===== config.mk =====
export PLATFORM = sky130hd
export DESIGN_NAME = cntr_param_flat
export DESIGN_NICKNAME = d
export VERILOG_FILES = /design/src/rtl/cntr_pkg.sv /design/src/rtl/cntr_param_if.sv /design/src/rtl/cntr_param_ns.sv /design/src/rtl/cntr_param.sv /design/src/flat_wrapper.sv
export SDC_FILE = /design/constraint.sdc
export NUM_CORES = 1
export LEC_CHECK = 0
export BUFFER_PORTS_ARGS = -buffer_cell sky130_fd_sc_hd__buf_2
export CORE_ASPECT_RATIO = 0.7
export CORE_MARGIN = 1.5
export CORE_UTILIZATION = 43
export DETAILED_ROUTE_END_ITERATION = 8
export MAX_ROUTING_LAYER = met4
export PLACE_DENSITY = 0.69
export SYNTH_ARGS = -nofsm -noshare
export SYNTH_HDL_FRONTEND = slang
export SYNTH_SLANG_ARGS = --single-unit

===== constraint.sdc =====
create_clock -name clk -period 2.4 [get_ports clk]
set_clock_uncertainty 0.05 [all_clocks]
set_input_delay 0.36 -clock clk [delete_from_list [all_inputs] [get_ports clk]]
set_output_delay 0.36 -clock clk [all_outputs]
set_load 0.05 [all_outputs]

===== src/rtl/cntr_pkg.sv =====
// cntr_pkg: state encodings and next-state function for the parametrised counter
package cntr_pkg;
  typedef enum logic [2:0] {
    IDLE = 3'b000,
    LOAD = 3'b001,
    INC  = 3'b010,
    INC2 = 3'b011,
    DEC  = 3'b100,
    DEC2 = 3'b101,
    HOLD = 3'b110
  } state_e;
  // 3'b111 falls through to the IDLE-like path: it is neither INC nor DEC
  function automatic state_e next_state_f(input logic load, input logic en, input logic inc, input logic [2:0] state);
    return load ? LOAD :
           !en  ? HOLD :
           inc  ? (state == INC ? INC2 : INC) :
                  (state == DEC ? DEC2 : DEC);
  endfunction
endpackage


===== src/rtl/cntr_param_if.sv =====
// cntr_param_if: control, data and flag signals of the parametrised counter
interface cntr_param_if #(parameter int WIDTH = 8);
  logic             en;
  logic             load;
  logic             inc;
  logic [WIDTH-1:0] d_in;
  logic [WIDTH-1:0] d_out;
  logic [2:0]       state;
  logic             tc_up;
  logic             tc_dn;
  logic             ovf;
  modport master(output en, load, inc, d_in, input d_out, state, tc_up, tc_dn, ovf);
  modport slave(input en, load, inc, d_in, output d_out, state, tc_up, tc_dn, ovf);
endinterface


===== src/rtl/cntr_param_ns.sv =====
// cntr_param_ns: combinational next-state logic
module cntr_param_ns
  import cntr_pkg::*;
(
  input  logic       load,
  input  logic       en,
  input  logic       inc,
  input  logic [2:0] state,
  output state_e     next
);
  assign next = next_state_f(load, en, inc, state);
endmodule


===== src/rtl/cntr_param.sv =====
// cntr_param: up/down counter with load, hold, step, wrap/saturate and tc/ovf flags
module cntr_param
  import cntr_pkg::*;
#(
  parameter int WIDTH    = 8,
  parameter int STEP     = 1,
  parameter int SATURATE = 0
) (
  input logic        clk,
  input logic        reset,
  cntr_param_if.slave bus
);
  localparam logic [WIDTH:0] STEP_W = STEP[WIDTH:0];
  localparam bit             SAT    = SATURATE != 0;
  state_e           state_q, state_nxt;
  logic [WIDTH-1:0] d_q, d_nxt;
  logic [WIDTH:0]   sum, diff;
  logic             up, dn, ovf_q, ovf_nxt;
  cntr_param_ns u_ns (
    .load (bus.load),
    .en   (bus.en),
    .inc  (bus.inc),
    .state(state_q),
    .next (state_nxt)
  );
  // datapath acts on the state being entered, so the action lands on the same edge
  always_comb begin
    up      = state_nxt == INC || state_nxt == INC2;
    dn      = state_nxt == DEC || state_nxt == DEC2;
    sum     = {1'b0, d_q} + STEP_W;
    diff    = {1'b0, d_q} - STEP_W;
    d_nxt   = state_nxt == LOAD ? bus.d_in :
              up ? (sum[WIDTH] && SAT ? {WIDTH{1'b1}} : sum[WIDTH-1:0]) :
              dn ? (diff[WIDTH] && SAT ? {WIDTH{1'b0}} : diff[WIDTH-1:0]) :
              d_q;
    ovf_nxt = (up && sum[WIDTH]) || (dn && diff[WIDTH]);
  end
  always_ff @(posedge clk or posedge reset) begin
    if (reset) begin
      state_q <= IDLE;
      d_q     <= '0;
      ovf_q   <= 1'b0;
    end else begin
      state_q <= state_nxt;
      d_q     <= d_nxt;
      ovf_q   <= ovf_nxt;
    end
  end
  assign bus.d_out = d_q;
  assign bus.state = state_q;
  assign bus.ovf   = ovf_q;
  assign bus.tc_up = &d_q;
  assign bus.tc_dn = ~|d_q;
endmodule

===== src/flat_wrapper.sv =====
// flat-port wrapper written by rule: the top's interface ports become plain ports
module cntr_param_flat import cntr_pkg::*;
#(
  parameter int WIDTH    = 8,
  parameter int STEP     = 1,
  parameter int SATURATE = 0
)
  (clk, reset, bus_en, bus_load, bus_inc, bus_d_in, bus_d_out, bus_state, bus_tc_up, bus_tc_dn, bus_ovf);
  cntr_param_if #(.WIDTH(WIDTH)) bus_i ();
  input logic clk;
  input logic reset;
  input wire logic [$bits(bus_i.en)-1:0] bus_en;
  input wire logic [$bits(bus_i.load)-1:0] bus_load;
  input wire logic [$bits(bus_i.inc)-1:0] bus_inc;
  input wire logic [$bits(bus_i.d_in)-1:0] bus_d_in;
  output wire logic [$bits(bus_i.d_out)-1:0] bus_d_out;
  output wire logic [$bits(bus_i.state)-1:0] bus_state;
  output wire logic [$bits(bus_i.tc_up)-1:0] bus_tc_up;
  output wire logic [$bits(bus_i.tc_dn)-1:0] bus_tc_dn;
  output wire logic [$bits(bus_i.ovf)-1:0] bus_ovf;
  assign bus_i.en = bus_en;
  assign bus_i.load = bus_load;
  assign bus_i.inc = bus_inc;
  assign bus_i.d_in = bus_d_in;
  assign bus_d_out = bus_i.d_out;
  assign bus_state = bus_i.state;
  assign bus_tc_up = bus_i.tc_up;
  assign bus_tc_dn = bus_i.tc_dn;
  assign bus_ovf = bus_i.ovf;
  cntr_param #(.WIDTH(WIDTH), .STEP(STEP), .SATURATE(SATURATE)) u_core (.clk(clk), .reset(reset), .bus(bus_i));
endmodule

# Word level (Yosys, flattened, before mapping)

Index checks and enable logic that the tools add are counted.

Add/sub/neg operators: 2
Equality and inequality tests: 7
Mux-type cells: 8
Reductions and logical operators: 9

Operators with widths:

| cell                | count |
|---|---|
| $mux 8              | 3 |
| $add 8x1->9 const B | 1 |
| $eq 3x2->1 const B  | 3 |
| $eq 3x3->1 const B  | 3 |
| $mux 3              | 3 |
| $sub 8x1->9 const B | 1 |
| $reduce_and 8->1    | 1 |
| $reduce_or 8->1     | 1 |
| $eq 3x1->1 const B  | 1 |
| $logic_or 1x1->1    | 3 |
| $reduce_bool 3->1   | 1 |
| $logic_and 1x1->1   | 2 |
| $mux 1              | 2 |
| $logic_not 1->1     | 1 |

Register bits after elaboration: 12
Bits of input ports: 13
Output and inout port bits: 14
Logic and storage cells: 29

# Depth between registers and ports, before layout

Depth after elaboration: 10
Gate-level depth with buffers: 6
Depth with buffers taken out: 6

# By module

Synthesis repeated with hierarchy kept, for this count alone.

Cell total of the unflattened synthesis: 89
Area total of the unflattened synthesis: 778.2 µm²

Modules (own cells, without submodules):

| module        | instances | cells an instance | area an instance (µm²) |
|---|---|---|---|
| cntr_param    | 1         | 81                | 735.7 |
| cntr_param_ns | 1         | 8                 | 42.5 |

# Least setup slack after synthesis

No wires, ideal clock.

Path type: flip-flop to output port
Start: register u_core.d_q[3] (netlist: u_core.bus.d_out[3])
End: output bus_tc_dn
Data arrival time: 1835 ps
Path slack: 155 ps
Cell stages (with the launch flop): 5
Buffers on the path: 1
Cells stage by stage: dfrtp_1 clkbuf_1 or4_4 nor3_1 and2_1

Longest elaborated chain between the ends: 2

Ends and longest elaborated chain:

| element                | RTL line           | RTL |
|---|---|---|
| start, declared        | cntr_param.sv:16   | `logic [WIDTH-1:0] d_q, d_nxt;` |
| start signal, assigned | cntr_param.sv:45   | `d_q <= d_nxt;` |
| $reduce_or 8->1        | cntr_param.sv:53   | `assign bus.tc_dn = ~\|d_q;` |
| $logic_not 1->1        | cntr_param.sv:53   |  |
| end, declared          | flat_wrapper.sv:19 | `output wire logic [$bits(bus_i.tc_dn)-1:0] bus_tc_dn;` |

No other way between the ends.

# Worst setup path in the final report

Start: register u_core.d_q[5] (netlist: u_core.bus.d_out[5])
End: output bus_tc_dn

Same word-level chain as after synthesis.

==> summary.txt <==
Status
  • Status: completed

Detailed routing
  • Avg WL per Cell: between 10 and 15 µm
  • Drt initial violations: 25
  • DRC: 0
  • Routed Antenna Nets: 0
  • Via Count: just under 900
  • TritonRoute pass-1 iters: 4
  • Vias/cell: between 5 and 6
  • Final WL: between 2 and 2.5 mm

Placed design
  • DP Area: ~990 µm²
  • Post-DP HPWL: between 1.5 and 2 mm
  • Buffers on Ports: 26
  • Placed Cells: approximately 150
  • RD Place Congestion: just over 0.8

Clock tree
  • CTS tree: built
  • Clock Sinks: 12
  • Clock Latency Late Sink: between 0.2 and 0.3 ns
  • Clock buffer count from CTS: 3
  • Clk buf depth: 2
  • Max H-tree Level: 1
  • Root Driver: clkbuf_4
  • Post-CTS setup buffer count: 0
  • CTS clk-pin slew, worst paths: ~0.080 ns
  • Post-CTS Hold Fix Bufs: 0
  • Resized cells post-CTS: 1

Timing
  • Fmax: 443 MHz
  • Slew headroom: 0.675
  • Tcrit/Tclk final: 0.940
  • Final Max Tran Viols: 0
  • Unrepaired setup endpoints after global routing: no
  • Slew @ Worst Pin: 0.487 ns
  • Final Hold Vio Count: 0
  • Final setup TNS: 0 ns
  • Final hold slack: between 0.03 and 0.04 ns
  • Minimum clock period after layout: between 2 and 2.5 ns
  • Final setup fails: 0

Die
  • Die X-Extent: roughly 56 µm
  • Initial Util: 0.457
  • Die Y-Extent: approximately 40 µm
  • Ports: 27
  • # rows: 13
  • Core ar.: roughly 0.0019 mm²
  • Die area: 0.00225 mm²

Pwr
  • Leak: approximately 0.47 nW
  • PwrDens: between 600 and 700 mW/mm²
  • VDD IR-drop max: a little over 0.5 mV

Worst setup path
  • Startpoint Class: flip-flop
  • CP required: ~2.0 ns
  • Crit-path max FO: 8
  • CP Capture Type: output port
  • Critical path class: reg -> out
  • Crit path DAT: 1.85 ns

Job
  • Max Cap Viol: 0

Logic synthesis
  • Syn Std Cell Area: around 850 µm²
  • Most used DFF post-synth: dfrtp_1
  • Synthesized Nets: 118
  • YS warnings: 0
  • Unique cell type count in the Yosys netlist: 33
  • Sequential-to-total area share from yosys stat: 0.355
  • Most frequent cell after synthesis: dfrtp_1
  • Top-area cell type share of the netlist area: 0.355
  • Top post-synthesis cells by area: dfrtp_1 35%, nand2_1 4.9%, ha_1 4.4%
  • Cell count after synthesis: approximately 100
  • Post-synth EDFFs: 0
  • Area leader, netlist: dfrtp_1
  • Post-Syn Area per Cell: 8.30 µm²
  • Ys async rst share: 1.00
  • Post-synth top cells: 12 x dfrtp_1, 11 x nand2_1, 7 x inv_1, 7 x nand3_1
  • FF+latch count, synth: 12

Final layout
  • Design Area, Final: around 0.0010 mm²
  • Area grow syn2layout: 22.6%
  • Non-filler instance count after layout: 150
  • Layout cell share with drive strength beyond 1: 0.273
  • Fillers: between 150 and 200
  • Final nets: 145
  • Final core utilization: 0.560
  • ANT cells: 0

GRT
  • Vias in the first global route: ~750
  • Largest net degree at the start of global routing: 16
  • Total track usage: 0.216
  • Initial antenna violation count: 0
  • GR Overflow Total: 0
  • First-pass GRT wire length: 3.51 mm

Worst hold path
  • Worst Hold Class: in -> async
placed cells by master, fill, tap and decap left out, types with 4 or more instances in the layout:
master and count:
a21oi_1 4, nor2_1 5, inv_1 7, buf_2 25, nand4_1 6, nor3_1 5
nand3_1 7, dfrtp_1 12, nand2_1 11
critical path, cell delays in order, from the launching register on:
cell and delay (ns):
dfrtp_1 0.48, or4_4 0.58, nor3_2 0.17, and2_1 0.15, buf_4 0.19
sequential cells by signal (all words and copies together), names as in the netlist:
register          cells
u_core.bus.d_out      8
u_core.bus.ovf        1
u_core.bus.state      3
metrics by stage:
step | power [mW] | setup slack, ns
CTS | 0.663 | 0.0495
detailed placement | 0.492 | 0.352
finish | 0.655 | 0.144
global route | 0.695 | 0.0769
global placement | 0.488 | 0.387
floorplan | 0.431 | 0.155
where the power goes:
group | internal, mW | total [mW] | leakage, nW | switching [mW]
Clock | 0.0923 | 0.164 | 0.0210 | 0.0720
Combinational | 0.0724 | 0.231 | 0.305 | 0.159
Sequential | 0.223 | 0.260 | 0.146 | 0.0364
Total | 0.388 | 0.655 | 0.472 | 0.267
final timing paths:
| check | cells past startpoint | to | slack (ns) | start |
|---|---|---|---|---|
| worst min-delay path | 2 | u_core.bus.state[2]$_DFF_PP0_ | 0.04 | reset |
| worst max register to register | 6 | u_core.bus.d_out[4]$_DFFE_PP0P_ | 0.52 | u_core.bus.d_out[0]$_DFFE_PP0P_ |
| worst min register to register | 2 | u_core.bus.state[0]$_DFF_PP0_ | 0.51 | u_core.bus.state[0]$_DFF_PP0_ |
| max in group asynchronous | 2 | u_core.bus.d_out[2]$_DFFE_PP0P_ | 1.93 | reset |
| worst max-delay path | 4 | bus_tc_dn | 0.14 | u_core.bus.d_out[5]$_DFFE_PP0P_ |
| min in group clk | 3 | u_core.bus.d_out[0]$_DFFE_PP0P_ | 0.24 | bus_d_in[0] |
layout make-up:
| type | count | area [µm²] | area share |
|---|---|---|---|
| Clock buffer | 4 | 36.3 | 0.0349 |
| Timing Repair Buffer | 28 | 148 | 0.142 |
| Sequential cell | 12 | 300 | 0.289 |
| Tap cell | 22 | 27.5 | 0.0265 |
| Inverter | 7 | 26.3 | 0.0253 |
| Multi-Input combinational cell | 77 | 500 | 0.482 |
routing by layer:
layer	vias up	GRT usage	routed length, µm
li1	430	-	-
met1	399	0.271	1010
met2	38	0.347	958
met3	2	0.0774	168
met4	0	0.0357	13
met5	-	-	0
cell families after synthesis:
| family | after synthesis | share of synthesized area |
|---|---|---|
| simple gates | 51 | 0.337 |
| compound gates | 18 | 0.148 |
| buf+inv | 13 | 0.0606 |
| flops | 12 | 0.355 |
| mux | 3 | 0.0355 |
| fa+ha+maj | 3 | 0.0443 |
| xor+xnor | 2 | 0.0207 |
Note: power is estimated with default switching activity, not from simulation.
